==> src/rtl/booth_pkg.sv <==
// Shared definitions for the sequential radix-4 Booth multiplier.
//   - state_t       : controller states (IDLE, RUN, DONE)
//   - digit_count   : number of radix-4 digits processed for an unsigned
//                     operand of the given width (one extra digit absorbs
//                     an operand MSB of 1)
//   - count_width   : width of the step counter
//   - CODE_*        : Booth recode triplets {x_high, x, x_low}
package booth_pkg;

   typedef enum logic [1:0] {
      IDLE = 2'd0,
      RUN  = 2'd1,
      DONE = 2'd2
   } state_t;

   function automatic int digit_count(input int width);
      return width / 2 + 1;
   endfunction

   function automatic int count_width(input int width);
      return $clog2(digit_count(width) + 1);
   endfunction

   // Recode triplets and the digit each one stands for
   localparam logic [2:0] CODE_P0  = 3'b000;  // +0
   localparam logic [2:0] CODE_P1A = 3'b001;  // +1
   localparam logic [2:0] CODE_P1B = 3'b010;  // +1
   localparam logic [2:0] CODE_P2  = 3'b011;  // +2
   localparam logic [2:0] CODE_M2  = 3'b100;  // -2
   localparam logic [2:0] CODE_M1A = 3'b101;  // -1
   localparam logic [2:0] CODE_M1B = 3'b110;  // -1
   localparam logic [2:0] CODE_M0  = 3'b111;  // -0

endpackage

==> src/rtl/booth_seq_multiplier_encoder.sv <==
// Radix-4 Booth partial-product encoder (combinational).
//   x_high, x, x_low : recode triplet of the multiplier
//   y                : multiplicand, n bits unsigned
//   sign             : 1 for a negative digit (including -0)
//   pp               : |d|*y for positive digits, its one's complement for
//                      negative digits; the caller adds sign at the LSB
module Booth_Encoder
   import booth_pkg::*;
#(
   parameter int n = 8
) (
   input  logic         x_high,
   input  logic         x,
   input  logic         x_low,
   input  logic [n-1:0] y,
   output logic         sign,
   output logic [n:0]   pp
);

   logic [n:0] mag_s;
   logic       neg_s;

   // Digit magnitude and polarity from the recode triplet
   always_comb begin
      mag_s = {(n+1){1'b0}};
      neg_s = 1'b0;
      case ({x_high, x, x_low})
         CODE_P0:  begin mag_s = {(n+1){1'b0}}; neg_s = 1'b0; end
         CODE_P1A: begin mag_s = {1'b0, y};     neg_s = 1'b0; end
         CODE_P1B: begin mag_s = {1'b0, y};     neg_s = 1'b0; end
         CODE_P2:  begin mag_s = {y, 1'b0};     neg_s = 1'b0; end
         CODE_M2:  begin mag_s = {y, 1'b0};     neg_s = 1'b1; end
         CODE_M1A: begin mag_s = {1'b0, y};     neg_s = 1'b1; end
         CODE_M1B: begin mag_s = {1'b0, y};     neg_s = 1'b1; end
         // -0: all-ones PP plus the LSB correction cancels to zero
         CODE_M0:  begin mag_s = {(n+1){1'b0}}; neg_s = 1'b1; end
         default:  begin mag_s = {(n+1){1'b0}}; neg_s = 1'b0; end
      endcase
   end

   // One's complement for negative digits; the +1 is left to the caller
   always_comb begin
      if (neg_s) begin
         pp   = ~mag_s;
         sign = 1'b1;
      end else begin
         pp   = mag_s;
         sign = 1'b0;
      end
   end

endmodule

==> src/rtl/booth_seq_multiplier.sv <==
// Sequential radix-4 Booth multiplier, one digit per clock.
//   clk, rst_n           : clock, asynchronous active-low reset
//   in_valid / in_ready  : operand handshake (ready only while idle)
//   a                    : multiplicand, n bits unsigned
//   b                    : multiplier, n bits unsigned (Booth-recoded)
//   out_valid / out_ready: product handshake, product held until taken
//   product              : a*b, 2n bits unsigned
module booth_seq_multiplier
   import booth_pkg::*;
#(
   parameter int n = 8
) (
   input  logic           clk,
   input  logic           rst_n,
   input  logic           in_valid,
   output logic           in_ready,
   input  logic [n-1:0]   a,
   input  logic [n-1:0]   b,
   output logic           out_valid,
   input  logic           out_ready,
   output logic [2*n-1:0] product
);

   localparam int             D         = digit_count(n);
   localparam int             CW        = count_width(n);
   localparam logic [CW-1:0]  LAST_STEP = CW'(D - 1);

   state_t           state_r;
   logic [n-1:0]     a_r;
   logic [n+2:0]     recode_r;
   logic [CW-1:0]    cnt_r;
   logic [2*n+1:0]   acc_r;
   logic [2*n-1:0]   product_r;
   logic             in_ready_r;
   logic             out_valid_r;

   logic             enc_sign_s;
   logic [n:0]       enc_pp_s;
   logic [2*n+1:0]   term_s;
   logic [2*n+1:0]   acc_next_s;

   Booth_Encoder #(.n(n)) u_encoder (
      .x_high (recode_r[2]),
      .x      (recode_r[1]),
      .x_low  (recode_r[0]),
      .y      (a_r),
      .sign   (enc_sign_s),
      .pp     (enc_pp_s)
   );

   // Sign-extend {SIGN, PP}, add SIGN at the LSB, weight by 4^step
   always_comb begin
      term_s     = {{n{enc_sign_s}}, enc_sign_s, enc_pp_s}
                 + {{(2*n+1){1'b0}}, enc_sign_s};
      acc_next_s = acc_r + (term_s << {cnt_r, 1'b0});
   end

   // Controller, recode shifter, step counter, accumulator and outputs
   always_ff @(posedge clk or negedge rst_n) begin
      if (!rst_n) begin
         state_r     <= IDLE;
         a_r         <= {n{1'b0}};
         recode_r    <= {(n+3){1'b0}};
         cnt_r       <= {CW{1'b0}};
         acc_r       <= {(2*n+2){1'b0}};
         product_r   <= {(2*n){1'b0}};
         in_ready_r  <= 1'b1;
         out_valid_r <= 1'b0;
      end else begin
         case (state_r)
            IDLE: begin
               if (in_valid && in_ready_r) begin
                  a_r        <= a;
                  recode_r   <= {2'b00, b, 1'b0};
                  cnt_r      <= {CW{1'b0}};
                  acc_r      <= {(2*n+2){1'b0}};
                  in_ready_r <= 1'b0;
                  state_r    <= RUN;
               end
            end
            RUN: begin
               acc_r    <= acc_next_s;
               recode_r <= {2'b00, recode_r[n+2:2]};
               cnt_r    <= cnt_r + {{(CW-1){1'b0}}, 1'b1};
               if (cnt_r == LAST_STEP) begin
                  product_r   <= acc_next_s[2*n-1:0];
                  out_valid_r <= 1'b1;
                  state_r     <= DONE;
               end
            end
            DONE: begin
               if (out_ready) begin
                  out_valid_r <= 1'b0;
                  in_ready_r  <= 1'b1;
                  state_r     <= IDLE;
               end
            end
            default: begin
               in_ready_r  <= 1'b1;
               out_valid_r <= 1'b0;
               state_r     <= IDLE;
            end
         endcase
      end
   end

   assign in_ready  = in_ready_r;
   assign out_valid = out_valid_r;
   assign product   = product_r;

endmodule

==> config.mk <==
export PLATFORM = sky130hd
export DESIGN_NAME = booth_seq_multiplier
export DESIGN_NICKNAME = d
export VERILOG_FILES = /design/src/rtl/booth_pkg.sv /design/src/rtl/booth_seq_multiplier_encoder.sv /design/src/rtl/booth_seq_multiplier.sv
export SDC_FILE = /design/constraint.sdc
export NUM_CORES = 1
export LEC_CHECK = 0
export ABC_AREA = 1
export BUFFER_PORTS_ARGS = -buffer_cell sky130_fd_sc_hd__buf_2
export CORE_ASPECT_RATIO = 1.2
export CORE_MARGIN = 8
export CORE_UTILIZATION = 50
export CTS_CLUSTER_SIZE = 24
export DETAILED_ROUTE_END_ITERATION = 6
export PLACE_DENSITY = 0.79
export REMOVE_ABC_BUFFERS = 1
export SLEW_MARGIN = 15
export SYNTH_ARGS = -nofsm -noshare
export SYNTH_HDL_FRONTEND = slang
export SYNTH_SLANG_ARGS = --single-unit
==> constraint.sdc <==
create_clock -name clk -period 10 [get_ports clk]
set_input_delay 2 -clock clk [delete_from_list [all_inputs] [get_ports clk]]
set_output_delay 2 -clock clk [all_outputs]
set_load 0.02 [all_outputs]
======== Word level (Yosys, flattened, before mapping) ========
Cells that the tools add are included.
operators by class
  add/subtract/negate cells ............... 3
  equal/unequal tests ..................... 13
  shift operators ......................... 1
  multiplexer cells ....................... 20
  bitwise logic cells ..................... 3
  reduce and logical (&&, ||, !) cells .... 15
operator list
  operator               number
  $pmux W18 S2           1
  $pmux W9 S3            1
  $pmux W11 S2           1
  $add A18 B18 Y18       1
  $mux W18               1
  $shl A18 B4 Y18        1
  $eq A3 B3 Y1 const B   5
  $reduce_or A4 Y1       3
  $add A10 B2 Y11        1
  $mux W11               1
  $mux W9                1
  $not A9 Y9             1
  $reduce_and A3 Y1      3
  $eq A3 B2 Y1 const B   2
  $mux W2                3
  $ne A2 B2 Y1 const B   3
  $pmux W1 S3            2
  $pmux W2 S3            1
  $pmux W3 S2            1
  $reduce_and A2 Y1      3
  $mux W1                5
  $reduce_or A2 Y1       2
  $add A3 B1 Y3 const B  1
  $eq A3 B1 Y1 const B   1
  other kinds (9)        10
word-level totals
  bits in registers ....................... 60
  bits of input ports ..................... 20
  output and inout port bits .............. 18
  logic and storage cells ................. 63

======== Logic depth before layout (Yosys ltp) ========
Gate-level depths: netlist (run 1).
  word-level depth ........................ 9
  mapped depth ............................ 26
  depth with buffers taken out ............ 26

======== By module ========
A second synthesis (run 1) with hierarchy kept.
second synthesis, totals
  cell total of the unflattened synthesis .. 515
  area, all modules ....................... 3743.6 um^2
by module, submodules not included
  module                instances  cells an instance  area an instance (um^2)  sequential area each (um^2)
  booth_seq_multiplier  1          457                3485.8                   1402.6
  Booth_Encoder         1          58                 257.7                    0.0

======== Worst setup path after synthesis (run 1) ========
No wires, ideal clock.
  path type ............................... register -> register
  start ................................... register recode_r[0]
  end ..................................... register acc_r[13]
  setup time .............................. 0.122 ns
  data arrival time ....................... 3.799 ns
  required time ........................... 9.878 ns
  slack ................................... 6.080 ns
  stages on the path, launching flop included .. 23
  path buffers ............................ 1
  clock period less this slack ............ 3.920 ns
  path through ............................ dfrtp_1 > inv_1 > ha_1 > clkbuf_1 > nand2_1 > and2_1 > xor2_1 > ha_1 > nand3_1 > xor2_1 > inv_1 > nand2_1 > o21ai_0 > o21ai_0 > nor2_1 > ha_1 > a21oi_1 > o21ai_0 > nand2_1 > o2111ai_1 > a21o_1 > or2_2 > a32o_1
between the ends
  word-level cells in the longest chain between the ends .. 9
  elaborated cells on any way between the ends .. 22
  classes of those cells .................. add/sub (2); eq/ne (7); shift (1); mux (5); bitwise (1); reduce/logical (6)
RTL lines
  element                                                                RTL line                            source
  start, declared                                                        booth_seq_multiplier.sv:30          logic [n+2:0] recode_r;
  start signal, assigned                                                 booth_seq_multiplier.sv:63          recode_r <= {(n+3){1'b0}};
  start signal, assigned                                                 booth_seq_multiplier.sv:74          recode_r <= {2'b00, b, 1'b0};
  start signal, assigned                                                 booth_seq_multiplier.sv:83          recode_r <= {2'b00, recode_r[n+2:2]};
  $eq A3 B1 Y1, or another cell as far along                             booth_seq_multiplier_encoder.sv:27  case ({x_high, x, x_low})
  $reduce_or A4 Y1 (no line) / $reduce_or A2 Y1 (equally long branches)  -
  $pmux W9 S3                                                            booth_seq_multiplier_encoder.sv:27
  $not A9 Y9                                                             booth_seq_multiplier_encoder.sv:44  pp = ~mag_s;
  $mux W9                                                                booth_seq_multiplier_encoder.sv:43  if (neg_s) begin
  $add A10 B2 Y11 *                                                      booth_seq_multiplier.sv:54          + {{(2*n+1){1'b0}}, enc_sign_s};
  $shl A18 B4 Y18 *                                                      booth_seq_multiplier.sv:55          acc_next_s = acc_r + (term_s << {cnt_r, 1'b0});
  $add A18 B18 Y18 *                                                     booth_seq_multiplier.sv:55
  $pmux W18 S2 *                                                         booth_seq_multiplier.sv:70          case (state_r)
  end signal, assigned                                                   booth_seq_multiplier.sv:65          acc_r <= {(2*n+2){1'b0}};
  end signal, assigned                                                   booth_seq_multiplier.sv:76          acc_r <= {(2*n+2){1'b0}};
  end signal, assigned                                                   booth_seq_multiplier.sv:82          acc_r <= acc_next_s;
  end, declared                                                          booth_seq_multiplier.sv:32          logic [2*n+1:0] acc_r;
Mark *: on every way between the ends. The rest lies on a longest branch, timed or not.
A chain may end at the register's enable or synchronous reset.

======== Worst setup path after layout (run 1) ========
  start ................................... register recode_r[0]
  end ..................................... register product_r[12], in the netlist product[12]
between the ends
  word-level cells in the longest chain between the ends .. 8
  elaborated cells on any way between the ends .. 21
  classes of those cells .................. add/sub (2); eq/ne (7); shift (1); mux (4); bitwise (1); reduce/logical (6)
RTL lines
  element                                                                RTL line                            source
  $eq A3 B1 Y1, or another cell as far along                             booth_seq_multiplier_encoder.sv:27
  $reduce_or A4 Y1 (no line) / $reduce_or A2 Y1 (equally long branches)  -
  $pmux W9 S3                                                            booth_seq_multiplier_encoder.sv:27
  $not A9 Y9                                                             booth_seq_multiplier_encoder.sv:44
  $mux W9                                                                booth_seq_multiplier_encoder.sv:43
  $add A10 B2 Y11 *                                                      booth_seq_multiplier.sv:54
  $shl A18 B4 Y18 *                                                      booth_seq_multiplier.sv:55
  $add A18 B18 Y18 *                                                     booth_seq_multiplier.sv:55
  end signal, assigned                                                   booth_seq_multiplier.sv:66          product_r <= {(2*n){1'b0}};
  end signal, assigned                                                   booth_seq_multiplier.sv:86          product_r <= acc_next_s[2*n-1:0];
  end, declared                                                          booth_seq_multiplier.sv:33          logic [2*n-1:0] product_r;
Marked as above.

==> out/results.tsv, run 1 <==
stage	metric	value	unit
drt	drtAntennaViolNets	0	
floorplanning	rows	35	
global_routing	grt_pass1_vias	3528	
synthesis	netlist_instances	522	
timing	finalCritPeriodShare	47.75	%
critical_path	worstPathArrival	4.97	ns
synthesis	async_reset_ff_share	100.0	%
floorplanning	die_area	0.01096	mm²
critical_path	cp-end-kind	register	
synthesis	synth_top_area_share	35.04	%
synthesis	synth-edff-count	0	
timing	hold_viol	0	
cts	root_buffer	clkbuf_8	
min_path	hold_path_class	reg -> reg	
floorplanning	fp.dieW	96.91	µm
floorplanning	die_h	113.1	µm
critical_path	path_class	reg -> reg	
cts	numCtsBuffers	5	
synthesis	ys.flop_type	dfrtp_1	
cts	cts_hold_buf	0	
drt	routed_wirelength	8909	µm
critical_path	rr_worst_depth	25	
run_status	status	complete, no violations	
synthesis	synth_top_area_cell	dfrtp_1	
cts	clkSlewWorstSetupHoldPaths	0.10	ns
cts	post_cts_resized	0	
timing	setup_tns	0	ns
drt	vias	3595	
floorplanning	core_area	0.007664	mm²
global_routing	track_usage	16.37	%
finish	layout-drive-gt1-share	14.18	%
synthesis	ys_types	44	
cts	htreeDepth	2	
floorplanning	top_level_ports	38	
drt	first_pass_iters	4	
synthesis	yosys-top-cells-area	dfrtp_1, nand2_1, ha_1	
placement	gp_congestion	0.8998	
synthesis	syn_area_per_cell	7.524	µm²
synthesis	yosysMostFrequentCell	nand2_1	
global_routing	grt_antenna_before_repair	0	
finish	fin_nets	594	
synthesis	ys.warnings.count	0	
synthesis	ys_ff_latch	56	
critical_path	cp.required	10.20	ns
cts	cts_buffer_depth	2	
global_routing	grt_start_max_net_pins	57	
synthesis	syn-cell-area	0.003928	mm²
drt	via_per_inst	5.600	
timing	rsz0062_at_grt	false	
timing	max_freq	0.2094	GHz
job	cap_viol_max_count	0	
global_routing	overflow	0	
drt	wl_per_cell	13.88	µm
drt	drt-initial-drc-count	246	
placement	io_buffer_count	37	
placement	hpwl	6750	µm
finish	seqCellArea	0.001403	mm²
synthesis	ys_seq_area_share	35.71	%
finish	diodes	0	
cts	clk-insertion-delay-late	0.30	ns
cts	cts_tree	built	
timing	skew	0.008129	ns
finish	final_cell_count_no_fill	642	
critical_path	rrSetupSlack	5.22	ns
critical_path	crit_fanout	13	
timing	tightest_slew	0.7162	ns
synthesis	yosys-top-cells-count	nand2_1, dfrtp_1, nand3_1	
finish	n_fill_cell	719	
min_path	holdPathStages	2	
floorplanning	start_util	51.25	%
timing	finalSetupViolCount	0	
drt	route.detailed.drc	0	
timing	drv_slew	0	
critical_path	start_kind	register	
global_routing	grt_pass1_wl	15590	µm
cts	cts_num_sinks	56	
finish	area_growth	8.219	%
timing	maxSlewHeadroom	52.26	%
finish	multi_input_area	0.002252	mm²
cts	cts_setup_buffers	0	
placement	dpl.cell_count	634	
timing	period_minus_slack	4.775	ns
[cells in the final DEF, fill, tap and decap left out, drive strengths merged, types with 6 or more instances in the layout]
cell	synthesis	final
xor2	8	8
xnor2	7	7
nand2	151	151
ha	24	24
nand4	12	12
a21oi	17	17
a221oi	6	6
nand3	55	55
clkbuf	13	6
buf	6	39
nor3	9	9
nor2	30	30
inv	43	43
o21ai	54	54
dfrtp	55	55
[area by class of cell]
type                    count  share of cell area, %
clock buffers               6                  1.707
clock inverters             2                 0.8243
inverters                  46                  4.062
multi-input cells         401                  52.99
flip-flops and latches     56                  33.00
well taps                  92                  2.708
repair buffers             39                  4.710
[worst paths after layout]
check / from / end
setup / recovery: recode_r[0] / product[12]
hold / removal: product[7] / product[7]
setup reg to reg: recode_r[0] / product[12]
hold reg to reg: product[7] / product[7]
max in group asynchronous: rst_n / recode_r[6]
min in group asynchronous: rst_n / a_r[5]
[flip-flops by register name, summed over array words and instances, names as in the netlist]
register and cells:
acc_r 16, product 16, recode_r 9, a_r 8
cnt_r 3, state_r 2, in_ready 1, out_valid 1
[per-stage QoR]
stage	setup slack, ns	area [µm²]	hold WS [ns]	util (%)
2_1_floorplan	5.864	3827	0.4555	-
3_3_place_gp	5.504	4143	0.4604	54.06
3_5_place_dp	5.257	4143	0.4645	54.06
4_1_cts	5.249	4250	0.4935	55.46
5_1_grt	4.801	4250	0.5108	55.46
6_report	5.225	4250	0.4848	55.46
[cells by family (layout without fill, tap and decap cells)]
family | after synthesis | count (layout) | synth area share [%]
adder cells (fa/ha/maj) | 25 | 25 | 8.156
flip-flops | 56 | 56 | 35.71
buffers and inverters | 65 | 93 | 6.945
AND/OR/NAND/NOR | 264 | 264 | 31.35
AO/OA/AOI/OAI | 95 | 95 | 13.99
multiplexers | 2 | 2 | 0.5097
XOR/XNOR | 15 | 15 | 3.345
[metal layers]
metal / wire (µm) / up-vias / global-route usage [%] / part of all wire [%]
met2: 4351 / 68 / 28.89 / 49
met1: 4120 / 1707 / 19.85 / 46
met5: 0 / - / 0 / 0
li1: - / 1805 / - / -
met4: 187 / 0 / 5.961 / 2.1
met3: 249 / 15 / 2.011 / 2.8
[worst max-delay path: stages (launching register included)]
cell,delay [ns]
dfrtp_1,0.38
inv_1,0.08
ha_1,0.45
inv_1,0.40
nand4_1,0.18
and2_1,0.21
xor2_1,0.20
ha_1,0.21
nand3_1,0.15
xor2_1,0.18
inv_1,0.07
nand2_1,0.05
o21ai_0,0.11
o21ai_0,0.23
nor2_1,0.07
ha_1,0.37
nand2_1,0.08
o21ai_1,0.25
a21oi_1,0.11
o21ai_1,0.21
nand3_1,0.10
nand2_1,0.11
a21boi_0,0.11
or2_1,0.23
nand3_1,0.07
nand2_1,0.05
Power of run 1 is left out: the tool's default activity adds up to more than one toggle a clock period on the data nets, which glitch-free logic cannot reach.
==> inputs of run 2 (changes only) <==
Clock period 10 ns to 4.4 ns, I/O delays scaled along.
==> run 2 against run 1 <==
Clock skew is 0.0045 ns higher. Clock-buffer cell count stayed put. Non-clock buffer count is 12 higher. Critical path type unchanged.
==> out/results.tsv, run 2 (same netlist as run 1, synthesis figures left out) <==
stage	metric	value	unit	change
timing	max_freq	0.2396	GHz	+14%
critical_path	cp-end-kind	register		
cts	numCtsBuffers	5		unchanged
finish	final_cell_count_no_fill	654		+1.9%
placement	io_buffer_count	37		unchanged
critical_path	worstPathArrival	4.38	ns	-0.59 ns
critical_path	path_class	reg -> reg		
floorplanning	rows	35		unchanged
finish	final_area	0.004432	mm²	+4.3%
drt	vias	3735		+3.9%
floorplanning	fp.dieW	96.91	µm	unchanged
floorplanning	die_area	0.01096	mm²	unchanged
drt	drt-initial-drc-count	244		-0.81%
timing	drv_slew	0		unchanged
floorplanning	core_area	0.007664	mm²	unchanged
drt	drtAntennaViolNets	0		unchanged
cts	cts_hold_buf	0		unchanged
finish	diodes	0		unchanged
finish	area_growth	12.84	%	
finish	mostFrequentLayoutCells	nand2_1, dfrtp_1, nand3_1		
finish	layout-drive-gt1-share	18.15	%	+4.0 points
run_status	status	complete, no violations		
cts	clk-insertion-delay-late	0.32	ns	+0.02 ns
global_routing	overflow	0		unchanged
floorplanning	top_level_ports	38		unchanged
global_routing	grt_antenna_before_repair	0		unchanged
floorplanning	die_h	113.1	µm	unchanged
critical_path	start_kind	register		
timing	finalCritPeriodShare	94.85	%	+47 points
placement	post_dp_cell_area	0.004188	mm²	+1.1%
timing	hold_viol	0		unchanged
cts	cts_tree	built		
min_path	hold_path_class	reg -> reg		
drt	routed_wirelength	9603	µm	+7.8%
critical_path	cp.required	4.61	ns	-5.59 ns
critical_path	max_stage_delay	0.39	ns	-0.06 ns
finish	fin_nets	606		+2.0%
cts	cts_buffer_depth	2		unchanged
critical_path	path_cells	inv_1 > ha_2 > buf_6 > nand2_1 > and2_2 > xor2_2 > ha_1 > nand3_2 > xor2_1 > inv_1 > nand2_1 > o21ai_1 > o21ai_1 > nor2_1 > ha_1 > a21oi_2 > o21ai_1 > nand2_1 > o2111ai_4 > a21o_1 > or2_2 > a32o_1		
cts	htreeDepth	2		unchanged
floorplanning	start_util	51.25	%	unchanged
drt	first_pass_iters	5		+1
critical_path	crit_fanout	10		-3
placement	hpwl	7114	µm	+5.4%
drt	route.detailed.drc	0		unchanged
job	cap_viol_max_count	0		unchanged
timing	tightest_slew	0.6556	ns	-0.06056 ns
drt	wl_per_cell	14.68	µm	+5.8%
cts	root_buffer	clkbuf_8		
global_routing	grt_pass1_vias	3688		+4.5%
timing	maxSlewHeadroom	56.02	%	+3.8 points
critical_path	path_buf_inv	3		unchanged
placement	gp_congestion	0.9025		+0.30%
timing	period_minus_slack	4.173	ns	-0.6020 ns
finish	post-route-util	57.83	%	+2.4 points
timing	finalSetupViolCount	0		unchanged
finish	final_common_cell	nand2_1		
timing	skew	0.01261	ns	+0.004485 ns
placement	dpl.cell_count	640		+0.95%
global_routing	grt_pass1_wl	16530	µm	+6.0%
global_routing	grt_start_max_net_pins	35		-39%
cts	clkSlewWorstSetupHoldPaths	0.10	ns	about the same
critical_path	path_delay_family	compound AO/OA/AOI/OAI gates		
finish	n_fill_cell	666		-7.4%
drt	via_per_inst	5.711		+2.0%
critical_path	critPathSlowestCell	dfrtp_1		
cts	cts_num_sinks	56		unchanged
global_routing	track_usage	17.39	%	+1.0 points
[run 2: cell count changes in the layout (fill, tap and decap cells not counted), moves of 2 or more]
cell     change
a21oi_2      +2
buf_4       +11
xor2_1       -2
ha_1         -2
ha_2         +2
o21ai_0      -6
a21oi_1      -2
xor2_2       +2
o21ai_1      +5
[run 2: layout make-up]
cell class	instances	area [µm²]	share of cell area, %
Clock inverter	2	60.06	1.355
Sequential cell	56	1403	31.65
Tap cell	92	115.1	2.597
Timing Repair Buffer	51	294.0	6.635
Multi-Input combinational cell	401	2315	52.23
Clock buffer	6	72.57	1.637
Inverter	46	172.7	3.896
[run 2: worst paths after layout]
| check | start | to | slack, ns | depth (start not counted) |
|---|---|---|---|---|
| max | recode_r[1] | acc_r[13] | 0.23 | 22 |
| min | product[5] | product[5] | 0.48 | 2 |
| max reg2reg | recode_r[1] | acc_r[13] | 0.23 | 22 |
| min reg2reg | product[5] | product[5] | 0.48 | 2 |
| max in group asynchronous | rst_n | in_ready | 2.99 | 2 |
| min in group asynchronous | rst_n | a_r[3] | 0.54 | 1 |
[run 2: routing by layer]
metal / vias to the layer above / track usage, % / share of wire, %
li1: 1827 / - / -
met1: 1790 / 21.48 / 45
met2: 103 / 30.20 / 49
met3: 15 / 2.133 / 3.7
met4: 0 / 6.372 / 2.1
met5: - / 0 / 0
[run 2: repair_timing]
| action | 4_1_cts | 5_1_grt |
|---|---|---|
| resized for setup | 0 | 20 |
| buffers inserted | 0 | 6 |
| setup endpoints to repair | 0 | 13 |
[run 2: metrics by stage]
stage	TNS [ns]	hold WS (ns)	setup slack, ns
after floorplan	0	0.4555	0.2635
after global placement	0	0.4614	0.2938
after detailed placement	0	0.4630	0.09979
after CTS	0	0.4915	0.03445
after global routing	-0.008635	0.4963	-0.008635
final	0	0.4833	0.2268
[run 2: tightest hold or removal path: cells and delay by family, from the launching register on]
family | cells | cell delay, ns
flops | 1 | 0.35
simple gates | 1 | 0.05
compound gates | 1 | 0.06
Power of run 2 is left out for the same reason.
==> inputs of run 3 (changes only) <==
Settings changed: CORE_ASPECT_RATIO 1.2 to not set, CORE_UTILIZATION 50 to 45, PLACE_DENSITY 0.79 to 0.73.
==> run 3 against run 2 <==
Highest routed layer unchanged. Maximum frequency is 2.2% higher. Hold slack hardly changed. Largest cell class unchanged. Worst setup slack better by 0.090 ns. Sequential share of layout area is 0.24 points higher. Critical endpoint unchanged.
==> out/results.tsv, run 3 (same netlist as run 1, synthesis figures left out) <==
stage	metric	value	unit	change
critical_path	worstPathArrival	4.29	ns	-0.09 ns
critical_path	cp.required	4.61	ns	about the same
drt	vias	3637		-2.6%
drt	first_pass_iters	5		unchanged
floorplanning	top_level_ports	38		unchanged
finish	final_common_cell	nand2_1		
finish	area_growth	11.98	%	
timing	period_minus_slack	4.083	ns	-0.09004 ns
critical_path	crit_fanout	6		-4
critical_path	critPathSlowestCell	dfrtp_1		
timing	max_freq	0.2449	GHz	+2.2%
drt	routed_wirelength	9607	µm	about the same
cts	numCtsBuffers	5		unchanged
cts	clk-insertion-delay-late	0.31	ns	about the same
cts	clkSlewWorstSetupHoldPaths	0.10	ns	about the same
critical_path	rrSetupSlack	0.32	ns	+0.09 ns
floorplanning	rows	34		-2.9%
timing	skew	0.003017	ns	-0.009598 ns
critical_path	critPathLaunch	recode_r[1]		
critical_path	reg2reg_to	acc_r[13]		
drt	route.detailed.drc	0		unchanged
drt	via_per_inst	5.445		-4.7%
floorplanning	start_util	45.70	%	-5.5 points
critical_path	path_buf_inv	3		unchanged
run_status	status	complete, no violations		
drt	drtAntennaViolNets	0		unchanged
finish	fin_nets	604		-0.33%
critical_path	rr_worst_depth	22		unchanged
global_routing	grt_antenna_before_repair	0		unchanged
critical_path	endpoint	acc_r[13]		
timing	finalSetupViolCount	0		unchanged
finish	final_area	0.004398	mm²	-0.76%
critical_path	path_cells	inv_2 > ha_2 > inv_1 > nand4_1 > and2_4 > xor2_4 > ha_2 > nand3_1 > xor2_1 > inv_1 > nand2_1 > o21ai_1 > o21ai_1 > nor2_1 > ha_1 > a21oi_2 > o21ai_0 > nand2_1 > o2111ai_2 > a21o_1 > or2_2 > a32o_1		
critical_path	path_class	reg -> reg		
drt	drt-initial-drc-count	204		-16%
floorplanning	die_area	0.01197	mm²	+9.3%
placement	pre_cts_ws	0.1622	ns	+0.06236 ns
placement	post_dp_cell_area	0.004215	mm²	+0.66%
placement	gp_congestion	0.8921		-1.2%
min_path	hold_path_class	reg -> reg		
timing	drv_slew	0		unchanged
floorplanning	core_area	0.008593	mm²	+12%
global_routing	overflow	0		unchanged
critical_path	cp_num_cells	22		unchanged
drt	wl_per_cell	14.38	µm	-2.1%
timing	maxSlewHeadroom	56.56	%	+0.54 points
cts	root_buffer	clkbuf_8		
floorplanning	fp.dieW	109.4	µm	+13%
critical_path	start_kind	register		
global_routing	grt_start_max_net_pins	34		-2.9%
cts	cts_num_sinks	56		unchanged
cts	cts_tree	built		
placement	io_buffer_count	37		unchanged
global_routing	track_usage	16.35	%	-1.0 points
finish	post-route-util	51.18	%	-6.6 points
finish	mostFrequentLayoutCells	nand2_1, dfrtp_1, nand3_1		
critical_path	rr_startpoint	recode_r[1]		
job	cap_viol_max_count	0		unchanged
critical_path	path_delay_family	compound AO/OA/AOI/OAI gates		
timing	hold_viol	0		unchanged
timing	tightest_slew	0.6516	ns	-0.003972 ns
global_routing	grt_pass1_wl	16140	µm	-2.3%
critical_path	max_stage_delay	0.40	ns	about the same
timing	finalCritPeriodShare	92.80	%	-2.0 points
floorplanning	die_h	109.4	µm	-3.2%
cts	cts_buffer_depth	2		unchanged
finish	diodes	0		unchanged
cts	htreeDepth	2		unchanged
finish	layout-drive-gt1-share	17.50	%	-0.65 points
placement	hpwl	7175	µm	+0.86%
critical_path	cp-end-kind	register		
global_routing	grt_pass1_vias	3441		-6.7%
finish	final_cell_count_no_fill	668		+2.1%
placement	dpl.cell_count	657		+2.7%
timing	fin_ws	0.3168	ns	+0.09004 ns
run 3: worst min path at each step:
| stage | from | to | slack (ns) | cells after the start |
|---|---|---|---|---|
| finish | product[13] | product[13] | 0.48 | 2 |
| global route | product[1] | product[1] | 0.52 | 2 |
| CTS | product[13] | product[13] | 0.49 | 2 |
| detailed placement | product[14] | product[14] | 0.46 | 2 |
| global placement | product[15] | product[15] | 0.46 | 2 |
| floorplan | acc_r[12] | acc_r[12] | 0.46 | 2 |
run 3: metrics by stage:
step	hold slack, ns	TNS [ns]
6_report	0.4837	0
5_1_grt	0.5167	-0.08446
4_1_cts	0.4919	0
3_5_place_dp	0.4631	0
3_3_place_gp	0.4634	0
2_1_floorplan	0.4555	0
run 3: cell type report:
cell class | count | area, µm²
Multi-Input combinational cell | 401 | 2301
Inverter | 46 | 172.7
Clock buffer | 6 | 72.57
Timing Repair Buffer | 49 | 279.0
Clock inverter | 2 | 35.03
Sequential cell | 56 | 1403
Fill cell | 835 | 4195
Tap cell | 108 | 135.1
run 3: routing by layer:
| metal | wire length (µm) | up-vias | GRT usage [%] |
|---|---|---|---|
| li1 | - | 1822 | - |
| met1 | 4475 | 1710 | 21.79 |
| met2 | 4615 | 94 | 26.83 |
| met3 | 374 | 11 | 2.521 |
| met4 | 142 | 0 | 4.725 |
| met5 | 0 | - | 0 |
run 3: worst reg2reg max path, cell delays in order (launching register included):
cell and delay, ns:
dfrtp_1 0.40, inv_2 0.07, ha_2 0.37, inv_1 0.07
nand4_1 0.11, and2_4 0.19, xor2_4 0.17, ha_2 0.19
nand3_1 0.12, xor2_1 0.18, inv_1 0.07, nand2_1 0.05
o21ai_1 0.09, o21ai_1 0.18, nor2_1 0.06, ha_1 0.38
a21oi_2 0.18, o21ai_0 0.12, nand2_1 0.10, o2111ai_2 0.15
a21o_1 0.20, or2_2 0.28, a32o_1 0.22
run 3: what timing repair did:
item / CTS / global route
setup endpoints to repair: 0 / 14
hold endpoints to repair: 0 / 0
buffers inserted: 0 / 3
hold buffers: 0 / 0
gates resized for setup: 0 / 17
Power of run 3 is left out for the same reason.
